### src/rtl/drive_direct_uart_tx.sv
// Drive Direct (opcode 0x91) packet sender over 8N1 UART; input change to tx start bit is 2 cycles from the cur register update.
// No backpressure: changes seen while a packet is in flight are coalesced into a single follow-up packet carrying the latest value.
module drive_direct_uart_tx #(
  parameter int CLKS_PER_BIT = 868,
  parameter int SPEED_STEP   = 100
) (
  input  logic       clk,
  input  logic       rst,
  input  logic [2:0] bin_speed_wheel1,
  input  logic [2:0] bin_speed_wheel2,
  output logic       tx,
  output logic       busy,
  output logic       packet_sent
);

  localparam int                BAUD_W    = (CLKS_PER_BIT > 2) ? $clog2(CLKS_PER_BIT) : 1;
  localparam logic [BAUD_W-1:0] BAUD_LAST = BAUD_W'(CLKS_PER_BIT - 1);
  localparam logic [7:0]        OPCODE    = 8'h91;

  typedef enum logic [2:0] {
    IDLE,
    LOAD,
    START,
    DATA,
    STOP
  } state_t;

  state_t            state, state_n;
  logic [BAUD_W-1:0] baud_cnt, baud_n;
  logic [2:0]        bit_idx, bit_n;
  logic [2:0]        byte_idx, byte_n;
  logic [4:0][7:0]   pkt, pkt_n;
  logic [2:0]        cur1, cur2;
  logic [2:0]        snap1, snap1_n;
  logic [2:0]        snap2, snap2_n;
  logic              pending, pending_n;
  logic              sent_n;
  logic              baud_done;
  logic [7:0]        cur_byte;
  logic [15:0]       vel1, vel2;

  // Level 0 yields 0 for either sign, since two's complement negation of zero is zero.
  function automatic logic [15:0] wheel_vel(input logic [2:0] code);
    logic [15:0] mag;
    mag = {14'd0, code[1:0]} * 16'(SPEED_STEP);
    return code[2] ? (~mag + 16'd1) : mag;
  endfunction

  assign vel1      = wheel_vel(cur1);
  assign vel2      = wheel_vel(cur2);
  assign baud_done = (baud_cnt == BAUD_LAST);

  always_ff @(posedge clk) begin
    cur1 <= bin_speed_wheel1;
    cur2 <= bin_speed_wheel2;
    if (rst) begin
      state       <= IDLE;
      baud_cnt    <= '0;
      bit_idx     <= '0;
      byte_idx    <= '0;
      pkt         <= '0;
      snap1       <= '0;
      snap2       <= '0;
      pending     <= 1'b1;
      packet_sent <= 1'b0;
    end else begin
      state       <= state_n;
      baud_cnt    <= baud_n;
      bit_idx     <= bit_n;
      byte_idx    <= byte_n;
      pkt         <= pkt_n;
      snap1       <= snap1_n;
      snap2       <= snap2_n;
      pending     <= pending_n;
      packet_sent <= sent_n;
    end
  end

  always_comb begin
    state_n   = state;
    baud_n    = baud_cnt;
    bit_n     = bit_idx;
    byte_n    = byte_idx;
    pkt_n     = pkt;
    snap1_n   = snap1;
    snap2_n   = snap2;
    pending_n = pending;
    sent_n    = 1'b0;
    case (state)
      IDLE: begin
        if (pending || ({cur1, cur2} != {snap1, snap2})) begin
          state_n = LOAD;
        end
      end
      LOAD: begin
        snap1_n   = cur1;
        snap2_n   = cur2;
        pkt_n     = {vel2[7:0], vel2[15:8], vel1[7:0], vel1[15:8], OPCODE};
        pending_n = 1'b0;
        byte_n    = '0;
        bit_n     = '0;
        baud_n    = '0;
        state_n   = START;
      end
      START: begin
        if (baud_done) begin
          baud_n  = '0;
          bit_n   = '0;
          state_n = DATA;
        end else begin
          baud_n = baud_cnt + BAUD_W'(1);
        end
      end
      DATA: begin
        if (baud_done) begin
          baud_n = '0;
          if (bit_idx == 3'd7) begin
            state_n = STOP;
          end else begin
            bit_n = bit_idx + 3'd1;
          end
        end else begin
          baud_n = baud_cnt + BAUD_W'(1);
        end
      end
      STOP: begin
        if (baud_done) begin
          baud_n = '0;
          if (byte_idx == 3'd4) begin
            sent_n  = 1'b1;
            state_n = IDLE;
          end else begin
            byte_n  = byte_idx + 3'd1;
            state_n = START;
          end
        end else begin
          baud_n = baud_cnt + BAUD_W'(1);
        end
      end
      default: state_n = IDLE;
    endcase
  end

  always_comb begin
    cur_byte = pkt[0];
    case (byte_idx)
      3'd1:    cur_byte = pkt[1];
      3'd2:    cur_byte = pkt[2];
      3'd3:    cur_byte = pkt[3];
      3'd4:    cur_byte = pkt[4];
      default: cur_byte = pkt[0];
    endcase
  end

  always_comb begin
    tx   = 1'b1;
    busy = (state != IDLE);
    case (state)
      START:   tx = 1'b0;
      DATA:    tx = cur_byte[bit_idx];
      default: tx = 1'b1;
    endcase
  end

endmodule

### config.mk
export PLATFORM = sky130hd
export DESIGN_NAME = drive_direct_uart_tx
export DESIGN_NICKNAME = d
export VERILOG_FILES = /design/src/rtl/drive_direct_uart_tx.sv
export SDC_FILE = /design/constraint.sdc
export NUM_CORES = 1
export LEC_CHECK = 0
export CORE_AREA = 2 2 87 89
export CTS_BUF_LIST = sky130_fd_sc_hd__clkbuf_4 sky130_fd_sc_hd__clkbuf_8
export CTS_CLUSTER_DIAMETER = 80
export CTS_CLUSTER_SIZE = 14
export DETAILED_ROUTE_END_ITERATION = 8
export DIE_AREA = 0 0 89 91
export PLACE_DENSITY = 0.51
export SETUP_SLACK_MARGIN = 0.15
export SYNTH_ARGS = -nofsm -noshare
export SYNTH_HDL_FRONTEND = slang
export SYNTH_SLANG_ARGS = --single-unit
### constraint.sdc
create_clock -name clk -period 2.6 [get_ports clk]
set_input_delay 0.52 -clock clk [delete_from_list [all_inputs] [get_ports clk]]
set_output_delay 0.52 -clock clk [all_outputs]
set_load 0.05 [all_outputs]
==> impl_summary.md <==
Run status
The flow ran to the end, and the final reports show no timing, DRC or antenna violations.

Routing
The average vias per placed instance is ~4.9. In the routed design, unresolved DRC markers number 0. For this block, the initial DRC count from the detailed router was 73. The number of iterations in the first detailed-routing pass is 7. In this run the remaining antenna-violating nets after routing total 0. In the final routed layout, each cell accounts on average for 13.15 µm. For this block, the routed nets add up to a little over 5000 µm of wire. The number of vias after detailed routing is 1,924.

Floorplanning
The initial core utilization is 33.99%. The core area is 7137 µm². The total I/O pin count is 11. The floorplan has 31 rows. The full die area is ~8000 µm².

The die extent in y is 91 µm. The floorplan die width is approximately 89 µm.

Worst setup path
The data arrival time of the worst path is 2.06 ns. The minimum setup slack among reg-to-reg paths is 0.52 ns. The count of buffering cells on the critical path with inverters included is 2.

The critical path goes through inv_1 -> ha_4 -> nor4_4 -> o21ai_2 -> nand3_1 -> o211ai_1 -> a32oi_4 -> buf_12. In this design, the largest share of critical-path delay is due to compound AO/OA/AOI/OAI gates. STA puts the critical path data required time at ~2.1 ns.

The critical path startpoint category is a register. The capturing element type of the critical path is an output pin. The launch point of the critical path is byte_idx[0]$_SDFFE_PP0P_.

The largest individual stage delay along the critical path comes from the cell dfxtp_4. In this run the worst path has a maximum fanout of 6. The startpoint identified for the worst register-to-register timing path is baud_cnt[0]$_SDFFE_PP0P_. The worst stage delay on the critical path is 0.38 ns. The startpoint-to-endpoint class of the critical path is register to output pin.

Global route
The met2 usage in global routing is 20.15%. The initial antenna violation count was 0. The global-route track usage on met3 is ~2.5%. The layer with the highest usage is met1. Summed over all layers, the global routing overflow is 0. Global routing consumed, on the met1 layer, 20.27% of the routing resources. The number of global-route vias before repair is between 1,500 and 2,000. Entering global routing, the biggest net connects 31 pins. The total routing usage reported by global routing is between 10% and 20%. The first global-routing pass estimated 8838 µm of wire.

Synthesis
Counting every instance in the synthesized netlist gives around 280. The commonest register cell after synthesis is dfxtp_1. The register bit count reported by yosys is 46. The average instance area after synthesis is approximately 8.6 µm². The netlist uses 51 different library cells. When the netlist entered floorplanning its net count stood at 305. The count of yosys warnings during synthesis is 0. Of the synthesized area, sequential elements account for 37.96%. After synthesis the cells add up to ~2400 µm². In this run, synthesis inferred 0 flip-flops with an integrated enable. The share of flip-flops with an asynchronous set or reset is 0%.

Place
During placement, the flow inserted port buffers numbering 10. The estimated wirelength of the detail-placed design is about 3700 µm. The congestion estimate from routability-driven global placement came to 0.7670. Once placement finished, the instance area stood at 2695 µm². At the placement stage, the worst setup path has a slack of roughly 0.15 ns.

Power and ir drop
The ratio of total power to cell area is 760.5 nW/µm². Overall power consumption after layout is estimated at 0.002199 W. The leakage power is 1.066 nW. The worst-case IR drop observed on VDD is 0.4214 mV.

Clock tree
The TritonCTS clock tree is built. The clock latency reported for the late side of the worst-skew pair is about 0.29 ns. TritonCTS created 5 clock buffers. The maximum root-to-sink buffer count is 2. The total number of clock tree sinks is 46. After clock tree synthesis, the clock-pin slew on the worst setup and hold paths is ~0.09 ns. The root buffer selected by CTS is clkbuf_8.

The deepest level of the CTS H-tree is 2.

STA
In the finished design, the share of the clock period the worst path needs comes to between 90 and 100%. The final count of pins violating max slew is 0. The final critical-path setup slack is ~0.020 ns. Setup violations remaining at the end of the flow were counted as 0. The maximum clock frequency is 387.6 MHz. The count of final hold-check violations is 0. Setup repair after global routing could not meet its margin everywhere.

Clock skew on the completed layout was measured at 0.009232 ns. After layout, the minimum clock period comes to approximately 2.6 ns. In this run the tightest slew margin relative to its limit is roughly two thirds. The transition time at the pin with the least slew margin is slightly below 0.5 ns.

Run
The number of violations of the max-capacitance limit is 0.

Layout
After routing the design area is just under 3000 µm². The share of final-layout standard cells stronger than drive strength 1 is 14.78%. The number of diodes added for antenna fixing is 0.

The area growth from synthesis to layout is 19.19%. The number of nets in the finished design is 315.

Worst hold path
The launch point of the worst hold path is pkt[15]$_SDFFE_PP0P_. The min-delay analysis places its worst path in the category register to register.
==> layer usage <==
metal	part of all wire (%)	vias to the layer above	wire, µm
li1	-	1022	-
met1	53	875	2700
met2	45	23	2283
met3	2.1	4	106
met4	0.70	0	36
met5	0	-	0
==> cells in the final DEF, fill, tap and decap left out, types with 8 or more instances in the layout <==
cell and n:
dfxtp_1 44, nand2_1 34, nor2_1 24, a21oi_1 18
mux2i_1 13, buf_4 12, nand3_1 11, a211oi_1 11
ha_1 11, inv_1 10, clkdlybuf4s50_1 8
==> layout make-up <==
type,count,area (µm²)
fillers,751,4245
multi-input cells,206,1519
flip-flops and latches,46,928.4
well taps,99,123.9
repair buffers,22,198.9
inverters,10,37.54
clock buffers,7,83.83
==> flip-flops by register name (all words and copies together) (netlist names) <==
| signal | flops |
|---|---|
| snap2 | 3 |
| bit_idx | 3 |
| cur1 | 3 |
| pending | 1 |
| byte_idx | 3 |
| cur2 | 3 |
| packet_sent | 1 |
| pkt | 13 |
| snap1 | 3 |
| state | 3 |
| baud_cnt | 10 |
==> tightest hold or removal path: cells and delay by family, from the launching register on <==
family | cells | cell delay [ns]
flip-flops | 1 | 0.32
AO/OA/AOI/OAI | 1 | 0.05
AND/OR/NAND/NOR | 1 | 0.05
==> metrics by stage <==
step	utilization (%)	cells	hold WS [ns]	TNS, ns
after floorplan	-	281	0.4269	0
after global placement	37.76	382	0.4343	0
after detailed placement	37.76	382	0.4467	0
after CTS	40.38	390	0.4634	0
after global routing	40.52	390	0.4893	-0.09736
final	40.52	390	0.4590	0
==> synth_stat cells, types with 4 or more instances <==
cell type	count	area share, %
clkbuf_1	13	2.0
xor2_1	7	2.5
nand3_1	11	2.3
nor2b_1	4	1.0
a211oi_1	11	3.4
nor2_1	24	3.7
a21oi_1	18	3.7
inv_1	10	1.5
ha_1	16	8.3
o21ai_0	6	1.2
mux2i_1	13	5.4
a311oi_1	7	2.5
dfxtp_1	46	38
and3_1	4	1.0
nand2b_1	5	1.3
nand2_1	34	5.3
==> path summary, 6_finish.rpt <==
path	endpoint	depth (start not counted)
worst max register to register	state[0]$_SDFFE_PP0P_	6
worst min register to register	pkt[15]$_SDFFE_PP0P_	2
worst min-delay path	pkt[15]$_SDFFE_PP0P_	2
worst max-delay path	tx	8
==> power breakdown <==
part / switching [W] / internal, W / leakage (nW)
sequential: 0.000105 / 0.000837 / 0.378
combinational: 0.000498 / 0.000327 / 0.642
clock: 0.000226 / 0.000207 / 0.0452
==> cell families (layout without fill, tap and decap cells) <==
logic type | Yosys count | count (layout) | synth area share [%]
XOR/XNOR | 10 | 10 | 3.610
AO/OA/AOI/OAI | 63 | 63 | 18.72
flip-flops | 46 | 46 | 37.96
multiplexers | 14 | 14 | 5.828
AND/OR/NAND/NOR | 103 | 103 | 20.89
adder cells (fa/ha/maj) | 16 | 16 | 8.252
buffers and inverters | 29 | 39 | 4.745
==> repair_timing <==
| item | CTS | global route |
|---|---|---|
| endpoints found under the setup margin | 2 | 1 |
| gates resized for setup | 21 | 1 |
| cloned | 0 | 0 |
| buffers inserted | 1 | 0 |
| hold buffers | 0 | 0 |
| pin swaps | 5 | 1 |
No activity file was read; power rests on OpenSTA's default activity.
